### src/rtl/risc_v_pkg.sv
// Shared encodings for the RV32I multi-cycle controller:
// opcodes, datapath select codes, control bundle and FSM states.
package risc_v_pkg;

    localparam logic [6:0] OP_LOAD   = 7'b0000011;
    localparam logic [6:0] OP_STORE  = 7'b0100011;
    localparam logic [6:0] OP_RTYPE  = 7'b0110011;
    localparam logic [6:0] OP_ITYPE  = 7'b0010011;
    localparam logic [6:0] OP_BRANCH = 7'b1100011;
    localparam logic [6:0] OP_JAL    = 7'b1101111;
    localparam logic [6:0] OP_JALR   = 7'b1100111;
    localparam logic [6:0] OP_LUI    = 7'b0110111;

    localparam logic [2:0] ALU_ADD  = 3'b000;
    localparam logic [2:0] ALU_SUB  = 3'b001;
    localparam logic [2:0] ALU_AND  = 3'b010;
    localparam logic [2:0] ALU_OR   = 3'b011;
    localparam logic [2:0] ALU_XOR  = 3'b100;
    localparam logic [2:0] ALU_SLT  = 3'b101;
    localparam logic [2:0] ALU_SLTU = 3'b110;

    localparam logic [2:0] IMM_I = 3'b000;
    localparam logic [2:0] IMM_S = 3'b001;
    localparam logic [2:0] IMM_B = 3'b010;
    localparam logic [2:0] IMM_J = 3'b011;
    localparam logic [2:0] IMM_U = 3'b100;

    localparam logic [1:0] RES_ALUOUT = 2'b00;
    localparam logic [1:0] RES_DATA   = 2'b01;
    localparam logic [1:0] RES_ALU    = 2'b10;

    localparam logic [1:0] SRC_A_PC    = 2'b00;
    localparam logic [1:0] SRC_A_OLDPC = 2'b01;
    localparam logic [1:0] SRC_A_REG   = 2'b10;
    localparam logic [1:0] SRC_A_ZERO  = 2'b11;

    localparam logic [1:0] SRC_B_REG  = 2'b00;
    localparam logic [1:0] SRC_B_IMM  = 2'b01;
    localparam logic [1:0] SRC_B_FOUR = 2'b10;

    typedef enum logic [3:0] {
        ST_RESET,
        ST_FETCH,
        ST_DECODE,
        ST_MEM_ADR,
        ST_MEM_READ,
        ST_MEM_WB,
        ST_MEM_WRITE,
        ST_EXEC_R,
        ST_EXEC_I,
        ST_ALU_WB,
        ST_BRANCH,
        ST_JAL,
        ST_JALR,
        ST_JALR_LINK,
        ST_LUI
    } state_e;

    typedef struct packed {
        logic       mem_req;
        logic       mem_write;
        logic       adr_src;
        logic       ir_write;
        logic       pc_write;
        logic       reg_write;
        logic [1:0] alu_src_a;
        logic [1:0] alu_src_b;
        logic [2:0] alu_control;
        logic [2:0] imm_src;
        logic [1:0] result_src;
        logic       illegal_op;
        logic       instr_done;
    } ctrl_t;

endpackage

### src/rtl/mc_alu_decoder.sv
// Maps func3/func7 to an ALU operation; flags func3 values
// that have no supported R/I-type meaning (shifts).
module mc_alu_decoder
    import risc_v_pkg::*;
(
    input  logic [2:0] func3,
    input  logic       func7,
    input  logic       is_rtype,
    output logic [2:0] alu_control,
    output logic       func_legal
);

    always_comb begin
        alu_control = ALU_ADD;
        func_legal  = 1'b1;
        unique case (func3)
            3'b000:  alu_control = (is_rtype && func7) ? ALU_SUB : ALU_ADD;
            3'b111:  alu_control = ALU_AND;
            3'b110:  alu_control = ALU_OR;
            3'b100:  alu_control = ALU_XOR;
            3'b010:  alu_control = ALU_SLT;
            3'b011:  alu_control = ALU_SLTU;
            default: func_legal  = 1'b0;
        endcase
    end

endmodule

### src/rtl/risc_v_multicycle_controller.sv
// Multi-cycle RV32I control FSM: sequences fetch through write-back
// and drives all datapath selects and write enables.
module risc_v_multicycle_controller
    import risc_v_pkg::*;
(
    input  logic       clk,
    input  logic       rst,
    input  logic [6:0] op,
    input  logic [2:0] func3,
    input  logic       func7,
    input  logic       zero,
    input  logic       b31,
    input  logic       mem_ready,
    output logic       mem_req,
    output logic       mem_write,
    output logic       adr_src,
    output logic       ir_write,
    output logic       pc_write,
    output logic       reg_write,
    output logic [1:0] alu_src_a,
    output logic [1:0] alu_src_b,
    output logic [2:0] alu_control,
    output logic [2:0] imm_src,
    output logic [1:0] result_src,
    output logic       illegal_op,
    output logic       instr_done
);

    state_e     state_q;
    state_e     state_d;
    ctrl_t      ctrl;
    logic [2:0] dec_alu;
    logic       func_ok;
    logic       illegal;
    logic       taken;

    mc_alu_decoder u_alu_dec (
        .func3      (func3),
        .func7      (func7),
        .is_rtype   (op == OP_RTYPE),
        .alu_control(dec_alu),
        .func_legal (func_ok)
    );

    always_comb begin
        illegal = 1'b1;
        case (op)
            OP_LOAD, OP_STORE, OP_JAL, OP_LUI: illegal = 1'b0;
            OP_RTYPE, OP_ITYPE: illegal = !func_ok;
            OP_BRANCH: illegal = func3[1];
            OP_JALR:   illegal = (func3 != 3'b000);
            default:   illegal = 1'b1;
        endcase
    end

    always_comb begin
        taken = 1'b0;
        case (func3)
            3'b000:  taken = zero;
            3'b001:  taken = !zero;
            3'b100:  taken = b31;
            3'b101:  taken = !b31;
            default: taken = 1'b0;
        endcase
    end

    always_comb begin
        ctrl    = '0;
        state_d = state_q;
        unique case (state_q)
            ST_RESET: state_d = ST_FETCH;
            ST_FETCH: begin
                ctrl.mem_req    = 1'b1;
                ctrl.alu_src_a  = SRC_A_PC;
                ctrl.alu_src_b  = SRC_B_FOUR;
                ctrl.result_src = RES_ALU;
                ctrl.ir_write   = mem_ready;
                ctrl.pc_write   = mem_ready;
                if (mem_ready) state_d = ST_DECODE;
            end
            ST_DECODE: begin
                // ALUOut captures OldPC+imm as the branch/jal target
                ctrl.alu_src_a = SRC_A_OLDPC;
                ctrl.alu_src_b = SRC_B_IMM;
                ctrl.imm_src   = (op == OP_BRANCH) ? IMM_B :
                                 (op == OP_JAL)    ? IMM_J : IMM_I;
                if (illegal) begin
                    ctrl.illegal_op = 1'b1;
                    ctrl.instr_done = 1'b1;
                    state_d         = ST_FETCH;
                end else begin
                    case (op)
                        OP_LOAD, OP_STORE: state_d = ST_MEM_ADR;
                        OP_RTYPE:  state_d = ST_EXEC_R;
                        OP_ITYPE:  state_d = ST_EXEC_I;
                        OP_BRANCH: state_d = ST_BRANCH;
                        OP_JAL:    state_d = ST_JAL;
                        OP_JALR:   state_d = ST_JALR;
                        OP_LUI:    state_d = ST_LUI;
                        default:   state_d = ST_FETCH;
                    endcase
                end
            end
            ST_MEM_ADR: begin
                ctrl.alu_src_a = SRC_A_REG;
                ctrl.alu_src_b = SRC_B_IMM;
                ctrl.imm_src   = (op == OP_STORE) ? IMM_S : IMM_I;
                state_d = (op == OP_STORE) ? ST_MEM_WRITE : ST_MEM_READ;
            end
            ST_MEM_READ: begin
                ctrl.adr_src = 1'b1;
                ctrl.mem_req = 1'b1;
                if (mem_ready) state_d = ST_MEM_WB;
            end
            ST_MEM_WB: begin
                ctrl.result_src = RES_DATA;
                ctrl.reg_write  = 1'b1;
                ctrl.instr_done = 1'b1;
                state_d         = ST_FETCH;
            end
            ST_MEM_WRITE: begin
                ctrl.adr_src    = 1'b1;
                ctrl.mem_req    = 1'b1;
                ctrl.mem_write  = 1'b1;
                ctrl.instr_done = mem_ready;
                if (mem_ready) state_d = ST_FETCH;
            end
            ST_EXEC_R: begin
                ctrl.alu_src_a   = SRC_A_REG;
                ctrl.alu_src_b   = SRC_B_REG;
                ctrl.alu_control = dec_alu;
                state_d          = ST_ALU_WB;
            end
            ST_EXEC_I: begin
                ctrl.alu_src_a   = SRC_A_REG;
                ctrl.alu_src_b   = SRC_B_IMM;
                ctrl.imm_src     = IMM_I;
                ctrl.alu_control = dec_alu;
                state_d          = ST_ALU_WB;
            end
            ST_ALU_WB: begin
                ctrl.result_src = RES_ALUOUT;
                ctrl.reg_write  = 1'b1;
                ctrl.instr_done = 1'b1;
                state_d         = ST_FETCH;
            end
            ST_BRANCH: begin
                ctrl.alu_src_a   = SRC_A_REG;
                ctrl.alu_src_b   = SRC_B_REG;
                ctrl.alu_control = ALU_SUB;
                ctrl.result_src  = RES_ALUOUT;
                ctrl.pc_write    = taken;
                ctrl.instr_done  = 1'b1;
                state_d          = ST_FETCH;
            end
            ST_JAL: begin
                // PC takes the DECODE target while the ALU forms the link
                ctrl.alu_src_a  = SRC_A_OLDPC;
                ctrl.alu_src_b  = SRC_B_FOUR;
                ctrl.result_src = RES_ALUOUT;
                ctrl.pc_write   = 1'b1;
                state_d         = ST_ALU_WB;
            end
            ST_JALR: begin
                ctrl.alu_src_a  = SRC_A_REG;
                ctrl.alu_src_b  = SRC_B_IMM;
                ctrl.result_src = RES_ALU;
                ctrl.pc_write   = 1'b1;
                state_d         = ST_JALR_LINK;
            end
            ST_JALR_LINK: begin
                ctrl.alu_src_a = SRC_A_OLDPC;
                ctrl.alu_src_b = SRC_B_FOUR;
                state_d        = ST_ALU_WB;
            end
            ST_LUI: begin
                ctrl.alu_src_a = SRC_A_ZERO;
                ctrl.alu_src_b = SRC_B_IMM;
                ctrl.imm_src   = IMM_U;
                state_d        = ST_ALU_WB;
            end
            default: state_d = ST_RESET;
        endcase
        // reset overrides everything, abandoning any pending request
        if (rst) begin
            ctrl    = '0;
            state_d = ST_RESET;
        end
    end

    always_ff @(posedge clk) begin
        if (rst) state_q <= ST_RESET;
        else     state_q <= state_d;
    end

    assign mem_req     = ctrl.mem_req;
    assign mem_write   = ctrl.mem_write;
    assign adr_src     = ctrl.adr_src;
    assign ir_write    = ctrl.ir_write;
    assign pc_write    = ctrl.pc_write;
    assign reg_write   = ctrl.reg_write;
    assign alu_src_a   = ctrl.alu_src_a;
    assign alu_src_b   = ctrl.alu_src_b;
    assign alu_control = ctrl.alu_control;
    assign imm_src     = ctrl.imm_src;
    assign result_src  = ctrl.result_src;
    assign illegal_op  = ctrl.illegal_op;
    assign instr_done  = ctrl.instr_done;

endmodule

### config.mk
export PLATFORM = sky130hd
export DESIGN_NAME = risc_v_multicycle_controller
export DESIGN_NICKNAME = d
export VERILOG_FILES = /design/src/rtl/risc_v_pkg.sv /design/src/rtl/mc_alu_decoder.sv /design/src/rtl/risc_v_multicycle_controller.sv
export SDC_FILE = /design/constraint.sdc
export NUM_CORES = 1
export LEC_CHECK = 0
export BUFFER_PORTS_ARGS = -buffer_cell sky130_fd_sc_hd__buf_2
export CAP_MARGIN = 20
export CORE_UTILIZATION = 49
export DETAILED_ROUTE_END_ITERATION = 7
export GPL_ROUTABILITY_DRIVEN = 0
export PLACE_DENSITY = 0.8
export SYNTH_ARGS = -nofsm -noshare
export SYNTH_HDL_FRONTEND = slang
export SYNTH_SLANG_ARGS = --single-unit
### constraint.sdc
create_clock -name clk -period 1.7 [get_ports clk]
set_input_delay 0.085 -clock clk [delete_from_list [all_inputs] [get_ports clk]]
set_output_delay 0.085 -clock clk [all_outputs]
set_load 0.03 [all_outputs]
Word-level counts from Yosys, hierarchy flattened
Index checks and enable logic that the tools add are counted.
Storage, ports and cells
  register bits: 4
  output and inout port bits: 20
  logic and storage cells: 86
Operators by class
  equal/unequal tests: 32
  multiplexer cells: 29
  reductions and logical operators: 24
Operator list (number)
  $pmux W4 S8: 1
  $eq A4 B4 Y1 const B: 7
  $pmux W4 S7: 1
  $pmux W4 S6: 1
  $eq A7 B6 Y1 const B: 3
  $eq A7 B7 Y1 const B: 3
  $mux W20: 1
  $pmux W3 S6: 1
  $reduce_or A2 Y1: 9
  $eq A4 B3 Y1 const B: 4
  $mux W4: 4
  $eq A3 B3 Y1 const B: 4
  $mux W1: 9
  $pmux W3 S3: 1
  $reduce_or A3 Y1: 3
  $eq A4 B2 Y1 const B: 2
  $mux W2: 4
  $pmux W1 S4: 2
  $reduce_or A4 Y1: 2
  $eq A7 B2 Y1 const B: 1
  $eq A7 B5 Y1 const B: 1
  $eq A3 B2 Y1 const B: 2
  $ne A2 B2 Y1 const B: 3
  $pmux W1 S3: 2
  other kinds (12): 14

Longest topological paths before layout
  word-level depth: 8
  gate-level depth with buffers: 6
  mapped depth without buffers: 5

Cells and area by module
A second synthesis with hierarchy kept.
Unflattened totals
  cell total of the unflattened synthesis: 149
  area total of the unflattened synthesis: 933.4 um^2
By module, submodules not included
  risc_v_multicycle_controller: times used 1, cells an instance 141, area each 892.1 um^2
  mc_alu_decoder: times used 1, cells an instance 8, area each 41.3 um^2

Worst setup path after synthesis
Ideal clock, no wire load.
  path type: reg2out
  start point: register state_q[2]
  end point: output port alu_control[0]
  arrival time: 1.809 ns
  slack: -0.194 ns
  cell stages (with the launch flop): 6
  buffers on the path: 1
  path through: dfxtp_1 -> buf_1 -> nand2_1 -> o21ai_1 -> nand2_1 -> o32ai_1
Between the ends
  longest elaborated chain between the ends: 4
  elaborated cells between the ends (all ways): 6
Ends and longest elaborated chain
  start, declared: line risc_v_multicycle_controller.sv:29  | state_e state_q;
  start signal, assigned: line risc_v_multicycle_controller.sv:193  | else state_q <= state_d;
  $eq A4 B4 Y1 or $eq A4 B3 Y1 (tied branches): line risc_v_multicycle_controller.sv:70  | unique case (state_q)
  $reduce_or A2 Y1 (no source line)
  $pmux W3 S2 (*): line risc_v_multicycle_controller.sv:70
  $mux W20 (*): line risc_v_multicycle_controller.sv:185  | if (rst) begin
  end, declared: line risc_v_multicycle_controller.sv:22  | output logic [2:0] alu_control,
Mark *: on every way between the ends. The rest lies on a longest branch, timed or not.

Worst setup path after layout
  start point: register state_q[1]
  end point: output port mem_req
Between the ends
  longest elaborated chain between the ends: 4
  elaborated cells between the ends (all ways): 6
Ends and longest elaborated chain
  $eq A4 B1 Y1 or $eq A4 B3 Y1 (tied branches): line risc_v_multicycle_controller.sv:70
  $reduce_or A3 Y1 (no source line) (*)
  $mux W1 (*): line risc_v_multicycle_controller.sv:70
  $mux W20 (*): line risc_v_multicycle_controller.sv:185
  end, declared: line risc_v_multicycle_controller.sv:14  | output logic mem_req,
Marked as above.

==> impl_metrics.json <==
{
  "status": "completed",
  "syn_inst": 156,
  "p_total_mw": 0.528,
  "syn_to_final_growth_pct": 36.3,
  "yosysMostFrequentCell": "nand2_1",
  "slew_viol_final": 0,
  "detailed_place_hpwl_um": 2260,
  "grt_pass1_wl_um": 4460,
  "post_drt_wl_per_cell_um": 14.0,
  "synth_ff_type": "dfxtp_1",
  "relSlewSlack_pct": 68.8,
  "grt_max_degree": 14,
  "drive_above_1_share_pct": 37.8,
  "syn_area_um2": 947,
  "setup_viol": 0,
  "drt-vias-per-instance": 6.06,
  "n_antenna_cell": 0,
  "period_share_pct": 95.7,
  "cp_slowest_cell": "dfxtp_2",
  "ys_top_cells_by_area": "dfxtp_1 8.5%, nand2_1 8.3%, nor2_1 7.1%",
  "ir_drop_mv": 0.266,
  "cp_max_fo": 9,
  "worst_slew_pin_slew_ns": 0.461,
  "synthArstFlopShare_pct": 0,
  "design.die.area_um2": 2110,
  "ys_seq_area_share_pct": 8.45,
  "drt-initial-drc-count": 46,
  "startpoint_type": "flip-flop",
  "syn-num-nets": 172,
  "drt-pass1-iter-count": 4,
  "synth_cell_types": 50,
  "fp-row-count": 15,
  "arrival_ns": 1.54,
  "end_kind": "primary output",
  "first_global_vias": 1044,
  "gr-total-overflow": 0,
  "synth_top_area_share_pct": 8.45,
  "numCtsBuffers": 3,
  "routed_wirelength_um": 3050,
  "vias": 1321,
  "nets": 211,
  "max_stage_delay_ns": 0.34,
  "p_leak_nw": 0.533,
  "io_buffer_count": 35,
  "synth_top_cells_by_count": "21 x nand2_1, 18 x nor2_1, 13 x a21oi_1, 12 x nor3_1, 8 x o21ai_0",
  "fp.coreArea_um2": 1760,
  "die_h_um": 46.0,
  "htree_levels": 1,
  "drc_errors": 0,
  "setup.worst_path.class": "reg2out",
  "synth_warnings": 0,
  "start_util_pct": 53.7,
  "power.density_nw_per_um2": 409,
  "track_usage_pct": 28.4,
  "largest_reg_flops": 4,
  "cts_tree": "yes",
  "min_period_ns": 1.63,
  "ios": 36,
  "clk_path_buf_depth": 2,
  "die_w_um": 46.0,
  "synth_top_cell_by_area": "dfxtp_1",
  "antenna_found_initial": 0,
  "finClkSkew_ns": 0.00585,
  "rsz0062_at_grt": "false",
  "synth-edff-count": 0,
  "clkSinkCount": 4,
  "hold_buffers": 0,
  "finalSetupTns_ns": 0,
  "cts_root_buf": "clkbuf_4",
  "cp_cell_sequence": "buf_6 > nand2b_1 > or2_4 > a211oi_2 > buf_4",
  "hp-class": "in2reg",
  "ant_nets": 0,
  "reg2reg_slack_ns": 0.22,
  "fin_util_pct": 73.2,
  "syn_avg_cell_area_um2": 6.07,
  "reg_top3": "state_q: 4 flops",
  "clkTransAtPathRegs_ns": 0.05,
  "hold_viol": 0,
  "clock_latency_ns": 0.25,
  "top_register": "state_q",
  "ys_ff_latch": 4,
  "cp_data_required_time_ns": 1.62,
  "maxCapViolCount": 0,
  "max_freq_ghz": 0.615
}
==> through the flow <==
| step | hold slack [ns] | cell area, um2 | instances | setup slack (ns) |
|---|---|---|---|---|
| finish | 0.274 | 1290 | 218 | 0.0735 |
| global route | 0.287 | 1290 | 218 | 0.0218 |
| CTS | 0.265 | 1240 | 218 | -0.0226 |
| detailed placement | 0.529 | 1210 | 215 | 0.136 |
| global placement | 0.519 | 1210 | 215 | 0.187 |
| floorplan | 0.289 | 980 | 156 | -0.0188 |
==> cells by family (layout without fill, tap and decap cells) <==
family | count (synthesis) | in the layout | share of synthesized area (%)
compound gates | 44 | 44 | 30.3
simple gates | 82 | 82 | 44.4
flops | 4 | 4 | 8.45
buf+inv | 18 | 55 | 8.72
xor+xnor | 4 | 4 | 3.70
mux | 4 | 4 | 4.49
==> metal layers <==
layer / GRT usage (%) / share of wire (%)
met2: 42.5 / 47
met3: 6.35 / 7.2
met1: 40.1 / 45
met5: 0 / 0
met4: 8.24 / 0.49
==> layout by cell type (no fill, tap or decap), types with 3 or more instances in the layout <==
cell type,instances
o21ai_0,8
inv_1,4
nand3_1,5
nor2b_1,3
nor2_1,17
nand2_1,21
nor4_1,3
buf_4,12
clkbuf_4,4
a21oi_1,12
nor3_1,10
buf_2,31
nand2b_1,4
buf_6,3
==> path summary, 6_finish.rpt <==
check | start | end | cells after the start
worst max-delay path | state_q[1] | mem_req | 5
worst max register to register | state_q[0] | state_q[1] | 5
worst min register to register | state_q[2] | state_q[0] | 2
worst min-delay path | op[0] | state_q[0] | 4
==> power breakdown <==
group | total [mW] | internal, mW | switching [mW] | leakage, nW
Sequential | 0.116 | 0.0994 | 0.0171 | 0.0349
Clock | 0.131 | 0.0798 | 0.0510 | 0.0138
Combinational | 0.281 | 0.115 | 0.166 | 0.484
Total | 0.528 | 0.294 | 0.234 | 0.533
==> area by class of cell <==
type,instances,area [um2]
tap,25,31.3
sequential,4,90.1
inverter,5,18.8
timing repair buffer,47,287
multi-input combinational,134,842
fill,156,473
clock buffer,3,22.5
==> critical path: cells and delay by family, from the launching register on <==
| family | cells | cell delay, ns |
|---|---|---|
| compound gates | 1 | 0.21 |
| simple gates | 2 | 0.43 |
| flops | 1 | 0.34 |
| buf+inv | 2 | 0.32 |
==> what timing repair did <==
action,4_1_cts,5_1_grt
pin swaps,0,1
resized for setup,5,16
cloned,0,0
buffers inserted,0,0
endpoints found under the setup margin,4,9
(Power assumes the default switching activity.)
